**src/rtl/dqn_pkg.sv**
```systemverilog
// Shared definitions for the DQN weight loader: layer codes, FSM state
// encoding and per-layer word counts (bias words included).
package dqn_pkg;

    localparam int LAYER_H1  = 0;
    localparam int LAYER_H2  = 1;
    localparam int LAYER_OUT = 2;

    typedef enum logic [1:0] {
        ST_IDLE = 2'd0,
        ST_LOAD = 2'd1,
        ST_DONE = 2'd2
    } state_t;

    // Each node of a layer has one weight per input of that layer plus a bias.
    function automatic int layer_words(
        input int layer,
        input int n_in,
        input int n_h1,
        input int n_h2,
        input int n_out
    );
        if (layer == LAYER_H1) begin
            return (n_in + 1) * n_h1;
        end else if (layer == LAYER_H2) begin
            return (n_h1 + 1) * n_h2;
        end else begin
            return (n_h2 + 1) * n_out;
        end
    endfunction

    function automatic int max3(input int a, input int b, input int c);
        int m;
        m = (a > b) ? a : b;
        return (m > c) ? m : c;
    endfunction

endpackage

```
**src/rtl/dqn_weight_loader.sv**
```systemverilog
// Sequences a flat host weight stream into (layer, addr, weight) writes:
// hidden-1 block, then hidden-2, then output; addresses 0..N-1 per layer.
// Ports:
//   clk, rst                 clock, async active-high reset
//   i_start                  begin a load (honoured in IDLE only)
//   i_data_valid, i_data     host word stream
//   o_data_ready             accepting words (LOAD state)
//   o_weight_valid/_layer/_addr/o_weight   registered write to ANN memories
//   o_load_weight_done       1-cycle pulse after the final word
//   o_busy                   high in LOAD and DONE
module dqn_weight_loader
    import dqn_pkg::*;
#(
    parameter int DATA_WIDTH                    = 32,
    parameter int LAYER_WIDTH                   = 2,
    parameter int WEIGHT_COUNTER_WIDTH          = 11,
    parameter int NUMBER_OF_INPUT_NODE          = 2,
    parameter int NUMBER_OF_HIDDEN_NODE_LAYER_1 = 32,
    parameter int NUMBER_OF_HIDDEN_NODE_LAYER_2 = 32,
    parameter int NUMBER_OF_OUTPUT_NODE         = 3
) (
    input  logic                            clk,
    input  logic                            rst,
    input  logic                            i_start,
    input  logic                            i_data_valid,
    input  logic [DATA_WIDTH-1:0]           i_data,
    output logic                            o_data_ready,
    output logic                            o_weight_valid,
    output logic [LAYER_WIDTH-1:0]          o_weight_layer,
    output logic [WEIGHT_COUNTER_WIDTH-1:0] o_weight_addr,
    output logic [DATA_WIDTH-1:0]           o_weight,
    output logic                            o_load_weight_done,
    output logic                            o_busy
);

    localparam int LW  = LAYER_WIDTH;
    localparam int WCW = WEIGHT_COUNTER_WIDTH;

    localparam int L1W = layer_words(LAYER_H1,
        NUMBER_OF_INPUT_NODE, NUMBER_OF_HIDDEN_NODE_LAYER_1,
        NUMBER_OF_HIDDEN_NODE_LAYER_2, NUMBER_OF_OUTPUT_NODE);
    localparam int L2W = layer_words(LAYER_H2,
        NUMBER_OF_INPUT_NODE, NUMBER_OF_HIDDEN_NODE_LAYER_1,
        NUMBER_OF_HIDDEN_NODE_LAYER_2, NUMBER_OF_OUTPUT_NODE);
    localparam int L3W = layer_words(LAYER_OUT,
        NUMBER_OF_INPUT_NODE, NUMBER_OF_HIDDEN_NODE_LAYER_1,
        NUMBER_OF_HIDDEN_NODE_LAYER_2, NUMBER_OF_OUTPUT_NODE);
    localparam int MAXW = max3(L1W, L2W, L3W);

    if (MAXW > 2 ** WCW) begin : g_wcw_check
        $error("WEIGHT_COUNTER_WIDTH too small for largest layer");
    end

    state_t state_q, state_d;

    logic [LW-1:0]         layer_q;
    logic [WCW-1:0]        addr_q;
    logic                  wvalid_q;
    logic [LW-1:0]         wlayer_q;
    logic [WCW-1:0]        waddr_q;
    logic [DATA_WIDTH-1:0] weight_q;
    logic                  done_q;

    logic [WCW-1:0] last_addr;
    logic           accept;
    logic           layer_end;
    logic           last_word;

    always_comb begin
        last_addr = WCW'(L3W - 1);
        if (layer_q == LW'(LAYER_H1)) begin
            last_addr = WCW'(L1W - 1);
        end else if (layer_q == LW'(LAYER_H2)) begin
            last_addr = WCW'(L2W - 1);
        end
    end

    assign o_data_ready = (state_q == ST_LOAD);
    assign o_busy       = (state_q != ST_IDLE);
    assign accept       = i_data_valid & o_data_ready;
    assign layer_end    = (addr_q == last_addr);
    assign last_word    = accept & layer_end
                        & (layer_q == LW'(LAYER_OUT));

    always_ff @(posedge clk or posedge rst) begin
        if (rst) begin
            state_q <= ST_IDLE;
        end else begin
            state_q <= state_d;
        end
    end

    always_comb begin
        state_d = state_q;
        unique case (state_q)
            ST_IDLE: if (i_start)   state_d = ST_LOAD;
            ST_LOAD: if (last_word) state_d = ST_DONE;
            ST_DONE: state_d = ST_IDLE;
            default: state_d = ST_IDLE;
        endcase
    end

    always_ff @(posedge clk or posedge rst) begin
        if (rst) begin
            layer_q  <= '0;
            addr_q   <= '0;
            wvalid_q <= 1'b0;
            wlayer_q <= '0;
            waddr_q  <= '0;
            weight_q <= '0;
            done_q   <= 1'b0;
        end else begin
            wvalid_q <= accept;
            done_q   <= last_word;
            if (accept) begin
                wlayer_q <= layer_q;
                waddr_q  <= addr_q;
                weight_q <= i_data;
                if (layer_end) begin
                    addr_q  <= '0;
                    layer_q <= layer_q + LW'(1);
                end else begin
                    addr_q <= addr_q + WCW'(1);
                end
            end
            // Layer counter steps past the output layer on the final
            // accept; the DONE cycle (never accepting) returns it to 0.
            if (state_q == ST_DONE) begin
                layer_q <= '0;
                addr_q  <= '0;
            end
        end
    end

    assign o_weight_valid     = wvalid_q;
    assign o_weight_layer     = wlayer_q;
    assign o_weight_addr      = waddr_q;
    assign o_weight           = weight_q;
    assign o_load_weight_done = done_q;

endmodule

```
**config.mk**
```make
export PLATFORM = sky130hd
export DESIGN_NAME = dqn_weight_loader
export DESIGN_NICKNAME = d
export VERILOG_FILES = /design/src/rtl/dqn_pkg.sv /design/src/rtl/dqn_weight_loader.sv
export SDC_FILE = /design/constraint.sdc
export NUM_CORES = 1
export LEC_CHECK = 0
export BUFFER_PORTS_ARGS = -buffer_cell sky130_fd_sc_hd__clkbuf_2
export CAP_MARGIN = 25
export CORE_MARGIN = 1
export CORE_UTILIZATION = 40
export CTS_BUF_LIST = sky130_fd_sc_hd__clkbuf_4
export DETAILED_ROUTE_END_ITERATION = 7
export PLACE_DENSITY = 0.71
export REMOVE_ABC_BUFFERS = 1
export SETUP_SLACK_MARGIN = 0.4
export SLEW_MARGIN = 15
export SYNTH_ARGS = -nofsm -noshare
export SYNTH_HDL_FRONTEND = slang
export SYNTH_SLANG_ARGS = --single-unit
```
**constraint.sdc**
```tcl
create_clock -name clk -period 2.5 [get_ports clk]
set_input_delay 0.25 -clock clk [delete_from_list [all_inputs] [get_ports clk]]
set_output_delay 0.25 -clock clk [all_outputs]
set_load 0.03 [all_outputs]
```
==> results.json <==
{
  "outcome": "finished, violations left",
  "violations": "DRC",
  "synth_area_sq_mm": 0.00273,
  "drive_gt1_share_pct": 31.4,
  "final_cells": 456,
  "p_leak_nw": 1.76,
  "fillers": 620,
  "p_per_area_mw_per_mm2": 771,
  "clock_latency_ps": 400,
  "ir_worst_vdd_uv": 221,
  "drt-initial-drc-count": 107,
  "hold_end": "o_weight[27]$_DFFE_PP0P_",
  "r2r_slack_ps": 480,
  "crit_chain": "inv_1 -> ha_1 -> and4bb_2 -> o211ai_1 -> a2111oi_4 -> buf_4 -> mux2i_1",
  "hpwl_microns": 3880,
  "drc": 12,
  "fp-row-count": 29,
  "vias": 2186,
  "rsz0062_at_grt": "true",
  "syn_area_per_cell_sq_um": 9.53,
  "wl_per_cell_microns": 12.5,
  "critical-path-top-delay-family": "compound AO/OA/AOI/OAI gates",
  "detailed_place.area_sq_mm": 0.00322,
  "syn2layout_area_growth_pct": 22.7,
  "gp_congestion": 0.856,
  "yosysUniqueCellTypes": 35,
  "synthFlopType": "dfrtp_1",
  "wl_microns": 5710,
  "synth_edf_count": 0,
  "portBuffers": 84,
  "dieArea_sq_mm": 0.00717,
  "clock_path_buffers": 2,
  "first_pass_iters": 6,
  "grt_start_max_net_pins": 63,
  "crit_path_max_incr_delay_ps": 410,
  "h-tree-depth": 3,
  "r2r_start": "layer_q[1]$_DFFE_PP0P_",
  "drv_slew": 0,
  "antenna_cells": 0,
  "io_pins": 85,
  "reg2reg_to": "layer_q[0]$_DFFE_PP0P_",
  "mostFrequentLayoutCells": "nand2_1, clkbuf_2, dfrtp_1",
  "overflow": 0,
  "cts.sinks": 62,
  "seq_area_frac_synth_pct": 56.8,
  "worstMarginPinSlew_ps": 629,
  "hold_path_depth": 3,
  "cp-start-kind": "flip-flop",
  "hold_viol": 0,
  "nets": 414,
  "setup_tns_ps": 0,
  "period_share_pct": 81.0,
  "root_buffer": "clkbuf_4",
  "antenna_found_initial": 0,
  "clk_pin_slew_ps": 110,
  "worst-path-buf-inv": 2,
  "gr-usage-all-layers_pct": 17.3,
  "cp.required_ps": 2830,
  "worstSetupEndpointType": "flip-flop",
  "grt_pass1_wl_microns": 9740,
  "clock_skew_ps": 6.22,
  "design_area_sq_mm": 0.00335,
  "ys_async_sr_fraction_pct": 100,
  "setup_viol": 0,
  "die_w_microns": 84.7,
  "r2r_cells": 7,
  "floorplan.initialDensity_pct": 42.3,
  "final_common_cell": "nand2_1",
  "cts_tree": "built",
  "ff_latch_area_sq_mm": 0.00155,
  "fmax_mhz": 494,
  "cts_buffers": 9,
  "syn-instance-count": 287,
  "cp_data_arrival_time_ps": 2350,
  "hold_path_class": "input port to flip-flop",
  "die_h_microns": 84.7,
  "ant_nets": 0,
  "fin_crit_ps": 2030,
  "grt_pass1_vias": 2157,
  "crit_slowest_cell": "dfrtp_1",
  "cts_resized": 0,
  "maxCapViolations": 0,
  "relSlewSlack_pct": 58.1,
  "yosysWarningCount": 0,
  "multi_input_area_sq_mm": 0.00108,
  "synth-seq-cells": 62,
  "setup.worst_path.class": "flip-flop to flip-flop",
  "core_sq_mm": 0.00646,
  "cp_max_fo": 8,
  "placed_cells": 437,
  "viasPerCell": 4.79,
  "holdCritStartpoint": "i_data[27]"
}
metal layers:
metal,track usage (%),share of wire (%),vias up
met2,28.2,46,70
li1,-,-,1101
met4,6.93,1.4,0
met1,21.7,46,1007
met5,0,0,-
met3,5.11,6.9,8
timing repair:
action,4_1_cts,5_1_grt
hold endpoints to repair,62,0
hold buffers,1,0
pin swaps,1,1
endpoints found under the setup margin,9,9
setup buffers,1,1
flip-flops by register name, indices dropped and copies added (netlist names):
| name | cells |
|---|---|
| o_weight_addr | 11 |
| addr_q | 11 |
| layer_q | 2 |
| o_load_weight_done | 1 |
| state_q | 2 |
| o_weight | 32 |
| o_weight_valid | 1 |
| o_weight_layer | 2 |
cell type report:
class | count | share of cell area [%]
repair buffers | 92 | 14.8
multi-input cells | 203 | 32.2
inverters | 6 | 0.671
clock inverters | 7 | 1.23
well taps | 77 | 2.87
flip-flops and latches | 62 | 46.3
clock buffers | 9 | 2.01
Yosys cell counts, types with 2 or more instances:
cell / n / share of area (%)
nor3_1: 9 / 1.6
o21ai_0: 4 / 0.73
a211oi_1: 3 / 0.82
nor2_1: 3 / 0.41
dfrtp_1: 62 / 57
ha_1: 4 / 1.8
mux2i_1: 2 / 0.73
nand2_1: 134 / 18
xor2_1: 3 / 0.96
nand4_1: 3 / 0.69
nand2b_1: 2 / 0.46
a2111oi_2: 5 / 2.7
buf_2: 4 / 0.73
and2_1: 2 / 0.46
clkbuf_1: 10 / 1.4
buf_6: 2 / 0.82
nor2b_1: 4 / 0.92
xnor2_1: 7 / 2.2
inv_1: 5 / 0.69
nand3_1: 4 / 0.73
worst register-to-register path, stage by stage (launching register included):
cell       delay, ps
dfrtp_1          410
inv_1            100
ha_1             210
and4bb_2         280
o211ai_1         140
a2111oi_4        400
buf_4            230
mux2i_1          180
cells by family after synthesis:
group / Yosys count / share of synthesized area [%]
compound gates: 18 / 6.59
fa+ha+maj: 4 / 1.83
xor+xnor: 10 / 3.20
mux: 3 / 1.28
buf+inv: 22 / 3.75
flops: 62 / 56.8
simple gates: 168 / 26.6
how the worst max path moves through the flow:
| stage | start | cells after the start | slack [ps] | endpoint |
|---|---|---|---|---|
| after floorplan | layer_q[1]$_DFFE_PP0P_ | 6 | 370 | layer_q[1]$_DFFE_PP0P_ |
| after global placement | layer_q[1]$_DFFE_PP0P_ | 7 | 410 | layer_q[0]$_DFFE_PP0P_ |
| after detailed placement | layer_q[1]$_DFFE_PP0P_ | 7 | 320 | layer_q[0]$_DFFE_PP0P_ |
| after CTS | layer_q[1]$_DFFE_PP0P_ | 7 | 430 | layer_q[0]$_DFFE_PP0P_ |
| after global routing | layer_q[1]$_DFFE_PP0P_ | 7 | 380 | layer_q[0]$_DFFE_PP0P_ |
| final | layer_q[1]$_DFFE_PP0P_ | 7 | 480 | layer_q[0]$_DFFE_PP0P_ |
power by group:
group	total (mW)	switching [mW]	leakage [nW]	internal, mW
logic	0.697	0.460	0.973	0.237
registers	1.34	0.175	0.732	1.16
clock network	0.549	0.355	0.0551	0.195
metrics by stage:
stage	setup slack (ps)	util [%]	total power, mW	hold WS (ps)
6_report	475	51.9	2.59	34.0
4_1_cts	425	51.8	2.63	0.115
3_3_place_gp	410	49.9	2.04	323
3_5_place_dp	322	49.9	2.06	331
5_1_grt	378	51.9	2.75	27.6
2_1_floorplan	375	-	1.82	355
(Power assumes the default switching activity.)
